==> config.mk <==
export PLATFORM = sky130hd
export DESIGN_NAME = ram_stream_reader
export DESIGN_NICKNAME = d
export VERILOG_FILES = /design/src/rtl/ram_stream_reader.sv
export SDC_FILE = /design/constraint.sdc
export NUM_CORES = 1
export LEC_CHECK = 0
export CORE_MARGIN = 5
export CORE_UTILIZATION = 51
export DETAILED_ROUTE_END_ITERATION = 10
export PLACE_DENSITY = 0.77
export SYNTH_ARGS = -nofsm -noshare
export SYNTH_HDL_FRONTEND = slang
export SYNTH_SLANG_ARGS = --single-unit
==> constraint.sdc <==
create_clock -name clk -period 1.9 [get_ports clk]
set_input_delay 0.38 -clock clk [delete_from_list [all_inputs] [get_ports clk]]
set_output_delay 0.38 -clock clk [all_outputs]
set_load 0.05 [all_outputs]
==> src/rtl/ram_stream_reader.sv <==
// ram_stream_reader: burst reader for fixed-latency RAMs, streamed out as AXI-Stream through a credit-tracked skid FIFO.
// Optional RAM_STREAM_READER_STALL_CNT_EN adds a saturating stall_cycles counter port.
module ram_stream_reader #(
  parameter int WIDTH      = 32,
  parameter int DEPTH      = 64,
  parameter int ADDR_WIDTH = $clog2(DEPTH),
  parameter int LATENCY    = 2,
  parameter int FIFO_DEPTH = LATENCY + 2
) (
  input  logic                  clk,
  input  logic                  rstn,
  input  logic                  start,
  input  logic [ADDR_WIDTH-1:0] base_addr,
  input  logic [ADDR_WIDTH:0]   count,
  output logic                  busy,
  output logic                  done,
  output logic                  ram_en,
  output logic                  ram_we,
  output logic [ADDR_WIDTH-1:0] ram_addr,
  input  logic [WIDTH-1:0]      ram_dout,
`ifdef RAM_STREAM_READER_STALL_CNT_EN
  output logic [31:0]           stall_cycles,
`endif
  output logic [WIDTH-1:0]      m_axis_tdata,
  output logic                  m_axis_tvalid,
  input  logic                  m_axis_tready,
  output logic                  m_axis_tlast
);
  localparam int PW = FIFO_DEPTH > 1 ? $clog2(FIFO_DEPTH) : 1;
  localparam int OW = $clog2(FIFO_DEPTH + 1);
  typedef enum logic [1:0] {IDLE, RUN, DRAIN} state_t;
  state_t                state_q, state_d;
  logic [ADDR_WIDTH-1:0] addr_q, addr_d;
  logic [ADDR_WIDTH:0]   cnt_q, cnt_d, iss_q, iss_d, wr_idx_q, wr_idx_d;
  logic [LATENCY-1:0]    vpipe_q, vpipe_d;
  logic [WIDTH:0]        mem_q [FIFO_DEPTH];
  logic [PW-1:0]         rd_q, rd_d, wr_q, wr_d;
  logic [OW-1:0]         occ_q, occ_d;
  logic                  done_q, done_d;
  logic                  accept, issue, push, pop;
  assign busy          = state_q != IDLE;
  assign done          = done_q;
  assign ram_en        = busy;
  assign ram_we        = 1'b0;
  assign ram_addr      = addr_q;
  assign m_axis_tvalid = occ_q != '0;
  assign {m_axis_tlast, m_axis_tdata} = mem_q[rd_q];
  // credits = FIFO_DEPTH - occupancy - inflight; a read is issued only while one is left
  always_comb begin
    accept   = state_q == IDLE && start && count != '0;
    issue    = state_q == RUN && (int'(occ_q) + $countones(vpipe_q) < FIFO_DEPTH);
    push     = vpipe_q[LATENCY-1];
    pop      = m_axis_tvalid && m_axis_tready;
    vpipe_d  = vpipe_q << 1;
    vpipe_d[0] = issue;
    state_d  = accept ? RUN
             : (issue && iss_q == cnt_q - 1'b1) ? DRAIN
             : (pop && m_axis_tlast) ? IDLE : state_q;
    addr_d   = accept ? base_addr
             : issue ? (addr_q == ADDR_WIDTH'(DEPTH - 1) ? '0 : addr_q + 1'b1) : addr_q;
    cnt_d    = accept ? count : cnt_q;
    iss_d    = accept ? '0 : iss_q + {{ADDR_WIDTH{1'b0}}, issue};
    wr_idx_d = accept ? '0 : wr_idx_q + {{ADDR_WIDTH{1'b0}}, push};
    done_d   = (state_q == IDLE && start && count == '0) || (pop && m_axis_tlast);
    wr_d     = push ? (wr_q == PW'(FIFO_DEPTH - 1) ? '0 : wr_q + 1'b1) : wr_q;
    rd_d     = pop ? (rd_q == PW'(FIFO_DEPTH - 1) ? '0 : rd_q + 1'b1) : rd_q;
    occ_d    = occ_q + OW'(push) - OW'(pop);
  end
  always_ff @(posedge clk or negedge rstn) begin
    if (!rstn) begin
      state_q  <= IDLE;
      addr_q   <= '0;
      cnt_q    <= '0;
      iss_q    <= '0;
      wr_idx_q <= '0;
      vpipe_q  <= '0;
      rd_q     <= '0;
      wr_q     <= '0;
      occ_q    <= '0;
      done_q   <= 1'b0;
      for (int i = 0; i < FIFO_DEPTH; i++) mem_q[i] <= '0;
    end else begin
      state_q  <= state_d;
      addr_q   <= addr_d;
      cnt_q    <= cnt_d;
      iss_q    <= iss_d;
      wr_idx_q <= wr_idx_d;
      vpipe_q  <= vpipe_d;
      rd_q     <= rd_d;
      wr_q     <= wr_d;
      occ_q    <= occ_d;
      done_q   <= done_d;
      if (push) mem_q[wr_q] <= {wr_idx_q == cnt_q - 1'b1, ram_dout};
    end
  end
`ifdef RAM_STREAM_READER_STALL_CNT_EN
  logic [31:0] stall_q;
  assign stall_cycles = stall_q;
  always_ff @(posedge clk or negedge rstn) begin
    if (!rstn) stall_q <= '0;
    else if (accept) stall_q <= '0;
    else if (busy && m_axis_tvalid && !m_axis_tready && stall_q != '1) stall_q <= stall_q + 1'b1;
  end
`endif
endmodule

==> flow_summary.toml, run 1 <==
[clocking]
cts_sinks = 171
clockBufferDepth = 2
cts_tree = "yes"
cts_inserted_buffers = 17
htree_num_levels = 4
path_clk_slew_ns = 0.06
cts-root-buf = "clkbuf_16"
insertion_delay_ns = 0.42

[floorplanning]
dieArea_sq_mm = 0.0179
core_area_sq_mm = 0.0151
initial_core_util = 0.517
io_pins = 93
die_height_microns = 134
num_rows = 45
die_w_microns = 134

[timing]
fin_ws_ns = -0.279
finalCritPeriodShare = 1.15
tightest_slew_ns = 0.528
skew_ns = 0.00991
drv_slew = 0
hold_viol = 0
setup_viol = 40
slew_headroom = 0.648
max_freq_mhz = 459
rsz0062_at_grt = "true"
holdWs_ns = 0.435
fin_crit_ns = 2.18

[final_layout]
drive_gt1_frac = 0.447
multi_input_area_sq_mm = 0.00355
final_core_util = 0.665
diodes = 0
ff_latch_area_sq_mm = 0.00428
areaGrowthSynthToFinish_pct = 28.6
fin_cells = 864
stdcell_area_sq_mm = 0.0101
fillers = 1043
num-nets-final = 728

[hold_path]
hold_class = "register to register"

[setup_path]
worstSetupPathType = "register to output port"
crit_fanout = 19
startpoint_type = "register"
worstPathRequired_ns = 1.52
cp.arrival_ns = 1.80
endpoint_kind = "output port"

[detailed_routing]
ant_nets = 0
dr.pass1.iters = 5
wire_per_inst_microns = 19.0
via_count = 4836
routed_via_density = 5.60
drc_errors = 0
wl_microns = 16500
drt_iter0_drc = 226

[yosys]
synth_cells = 546
async_flop_share = 1.00
syn-num-nets = 611
synth_area_sq_mm = 0.00784
synth_cell_type_count = 44
synth_top_flop_cell = "dfrtp_1"
ys_ff_latch = 171
ys_warn_count = 0
seq_area_frac_synth = 0.546
synth_edf_count = 0
synth.avg_cell_area_sq_um = 14.3

[placed_design]
dp_hpwl_microns = 11200
portBuffers = 91
dpl.cell_count = 821
dpl_cell_area_sq_mm = 0.00916
gp_congestion = 0.840

[run_status]
violations = "setup timing"
status = "complete, but fails checks"

[global_routing]
grt_max_degree = 54
grt_first_pass_wirelength_microns = 27200
track_usage = 0.192
grt_pass1_vias = 5289
antenna_found_initial = 0
grt.overflow.total = 0

[job]
cap_violations = 0
==> worst max-delay path: stages, from the launching register on <==
cell	delay (ns)
dfrtp_2	0.41
buf_12	0.21
mux4_2	0.58
buf_12	0.18
==> what timing repair did <==
action / CTS / global route
buffers inserted: 4 / 7
pin swaps: 2 / 11
gates resized for setup: 44 / 15
setup endpoints to repair: 42 / 48
hold buffers: 1 / 0
endpoints found under the hold margin: 47 / 0
==> cell families (layout without fill, tap and decap cells) <==
kind of cell / after synthesis / count (layout) / synth area share
flip-flops: 171 / 171 / 0.546
multiplexers: 165 / 165 / 0.284
AND/OR/NAND/NOR: 97 / 97 / 0.0618
buffers and inverters: 38 / 168 / 0.0232
XOR/XNOR: 31 / 31 / 0.0347
AO/OA/AOI/OAI: 27 / 27 / 0.0230
adder cells (fa/ha/maj): 16 / 16 / 0.0265
other: 1 / 1 / 0.000479
==> cell usage in the layout (no fill, tap or decap), drive strengths merged, types with 2 or more instances in the layout <==
master	n
or3	3
nor2b	2
mux2i	2
nor3	2
xor2	14
nand3	9
mux2	130
clkdlybuf4s50	47
nand4	3
dfrtp	171
nor4	4
buf	76
nand2	36
and3	7
nor2	21
bufinv	2
xnor2	17
mux4	33
ha	15
inv	12
clkinv	8
o21ai	16
clkbuf	20
a21oi	4
and2	7
a31oi	2
==> through the flow <==
stage	setup WS (ns)	TNS, ns
floorplan	-0.266	-0.691
global placement	-0.117	-0.315
detailed placement	-0.223	-1.01
CTS	-0.323	-9.06
global route	-0.348	-10.91
finish	-0.279	-8.01
==> routing by layer <==
layer  vias up  wire, microns  GRT usage
met5         -              0          0
met4         0            330     0.0680
met3        29            561     0.0409
met2        81           8740      0.328
met1      2533           6820      0.245
li1       2193              -          -
==> cell type report <==
class	instances	share of cell area
timing repair buffer	125	0.137
tap	188	0.0233
clock inverter	12	0.0119
inverter	11	0.00435
sequential	171	0.425
multi-input combinational	337	0.353
clock buffer	20	0.0453
==> synth_stat cells, types with 8 or more instances <==
master	n	area share
xnor2_1	17	0.019
ha_1	15	0.024
nor2_1	21	0.010
dfrtp_1	171	0.55
o21ai_0	10	0.0064
nand2_1	36	0.017
inv_1	11	0.0053
mux4_2	33	0.095
xor2_1	14	0.016
buf_2	19	0.012
mux2_2	128	0.18
nand3_1	8	0.0051
==> final timing paths <==
| kind | slack [ns] | endpoint | cells past startpoint | from |
|---|---|---|---|---|
| max | -0.28 | m_axis_tdata[7] | 3 | rd_q[0] |
| min | 0.44 | vpipe_q[1] | 0 | vpipe_q[0] |
| max reg2reg | -0.12 | iss_q[6] | 12 | occ_q[0] |
| min reg2reg | 0.44 | vpipe_q[1] | 0 | vpipe_q[0] |
| max in group asynchronous | 0.75 | rd_q[0] | 3 | rstn |
| min in group asynchronous | 0.46 | mem_q[118] | 2 | rstn |
==> state kept, by name, indices dropped and copies added (netlist names) <==
| register | flops |
|---|---|
| ram_addr | 6 |
| wr_q | 2 |
| mem_q | 132 |
| rd_q | 2 |
| cnt_q | 7 |
| state_q | 2 |
| done | 1 |
| iss_q | 7 |
| wr_idx_q | 7 |
| vpipe_q | 2 |
| occ_q | 3 |
Power of run 1 is not shown: default switching activity piles up to over one toggle a cycle in this logic, so the estimate is an artifact.
==> run 2: changes to the inputs <==
--- a/config.mk
+++ b/config.mk
@@ -8,6 +8,7 @@
 export CORE_MARGIN = 5
 export CORE_UTILIZATION = 51
 export DETAILED_ROUTE_END_ITERATION = 10
+export GPL_TIMING_DRIVEN = 0
 export PLACE_DENSITY = 0.77
 export SYNTH_ARGS = -nofsm -noshare
 export SYNTH_HDL_FRONTEND = slang
==> run 2 against run 1 <==
  * The run still ends with setup timing left
  * Global-route usage is 0.45 points higher
  * Wire length is 4.7% higher
  * Via count is 1.9% higher
  * Worst setup slack worse by 0.057 ns
  * Final area is 2.3% higher
  * Clock skew is 0.0010 ns lower
  * Flip-flop and latch count stayed put
  * Largest cell class unchanged
  * Maximum frequency is 2.6% lower
  * Die area stayed put
  * Critical endpoint is now m_axis_tdata[15]
==> flow_summary.toml, run 2 (synthesis gave the netlist of run 1 again) <==
[timing]
slew_headroom = 0.592
holdWs_ns = 0.441
finalCritPeriodShare = 1.18
rsz0062_at_grt = "true"
drv_slew = 0
skew_ns = 0.00886
setup_viol = 44
tightest_slew_ns = 0.611
hold_viol = 0
fin_ws_ns = -0.336
fin_crit_ns = 2.24
max_freq_mhz = 447

[setup_path]
path_delay_family = "multiplexers"
cp.arrival_ns = 1.86
critPathMostFrequentCell = "buf_12"
critPathBufInv = 3
r2r-start = "occ_q[0]"
rrSetupSlack_ns = -0.20
worstSetupStartpoint = "rd_q[0]"
critical_path_depth = 4
max_stage_delay_ns = 0.53
cp_slowest_cell = "mux4_2"
worstSetupPathType = "register to output port"
worstReg2RegEnd = "occ_q[2]"
crit_chain = "buf_12 > buf_12 > mux4_2 > buf_6"
setup.worst_path.end = "m_axis_tdata[15]"
endpoint_kind = "output port"
crit_fanout = 5
startpoint_type = "register"
ff2ff_path_depth = 8
worstPathRequired_ns = 1.52

[final_layout]
stdcell_area_sq_mm = 0.0103
final_cell_mix = "dfrtp_1, mux2_2, clkdlybuf4s50_1, buf_6, nand2_1"
final_core_util = 0.681
num-nets-final = 749
areaGrowthSynthToFinish_pct = 31.6
largest_reg_flops = 132
drive_gt1_frac = 0.462
diodes = 0
top_register = "mem_q"
layout_commonest_cell = "dfrtp_1"

[global_routing]
grt.overflow.total = 0
track_usage = 0.197
grt_pass1_vias = 5395
antenna_found_initial = 0
grt_max_degree = 124
grt_first_pass_wirelength_microns = 27800

[floorplanning]
io_pins = 93
die_height_microns = 134
num_rows = 45
dieArea_sq_mm = 0.0179
core_area_sq_mm = 0.0151
initial_core_util = 0.517
die_w_microns = 134

[placed_design]
place_ws_ns = -0.906
dp_hpwl_microns = 11100
dpl_cell_area_sq_mm = 0.00905
portBuffers = 91
gp_congestion = 0.790

[detailed_routing]
drt_iter0_drc = 282
drc_errors = 0
wl_microns = 17200
routed_via_density = 5.57
ant_nets = 0
dr.pass1.iters = 4
via_count = 4927
wire_per_inst_microns = 19.5

[job]
cap_violations = 0

[run_status]
status = "complete, but fails checks"
violations = "setup timing"

[clocking]
cts_inserted_buffers = 17
clockBufferDepth = 2
cts_tree = "yes"
path_clk_slew_ns = 0.07
cts-root-buf = "clkbuf_16"
htree_num_levels = 4
insertion_delay_ns = 0.43
cts_sinks = 171

[hold_path]
hold_class = "input pin to async pin"
## run 2: cell count changes in the layout (fill, tap and decap cells not counted), moves of 4 or more
cell and delta:
nand2_1 +4, buf_4 -12, dlygate4sd2_1 +6, buf_6 +9, buf_2 +15, nand2_2 -4
buf_12 -10
## run 2: layer usage
metal | wire, microns | track usage | vias up | share of wire
li1 | - | - | 2231 | -
met1 | 7300 | 0.247 | 2578 | 0.42
met2 | 9000 | 0.337 | 96 | 0.52
met3 | 660 | 0.0518 | 22 | 0.038
met4 | 267 | 0.0589 | 0 | 0.015
met5 | 0 | 0 | - | 0
## run 2: per-stage QoR
| step | TNS (ns) | cells |
|---|---|---|
| floorplan | -0.691 | 546 |
| global placement | -1068.91 | 825 |
| detailed placement | -29.05 | 826 |
| CTS | -12.05 | 871 |
| global route | -14.50 | 885 |
| finish | -11.81 | 885 |
## run 2: worst min-delay path by stage
stage / from / to / cells past startpoint
after floorplan: rstn / cnt_q[0] / 0
after global placement: vpipe_q[0] / vpipe_q[1] / 0
after detailed placement: rstn / mem_q[85] / 1
after CTS: rstn / mem_q[85] / 2
after global routing: rstn / mem_q[118] / 2
final: rstn / mem_q[118] / 2
## run 2: final cells by class
type / instances / area (sq um)
Fill cell: 991 / 4840
Buffer: 25 / 206
Multi-Input combinational cell: 337 / 3590
Clock inverter: 15 / 196
Inverter: 11 / 43.8
Sequential cell: 171 / 4280
Clock buffer: 17 / 425
Tap cell: 188 / 235
Timing Repair Buffer: 121 / 1330
## run 2: what timing repair did
item	in CTS	in global routing
hold buffers	1	0
buffers inserted	12	11
resized for setup	298	29
gates cloned	1	4
setup endpoints to repair	56	62
hold endpoints to repair	48	0
pin swaps	6	20
Power of run 2 is left out for the same reason.
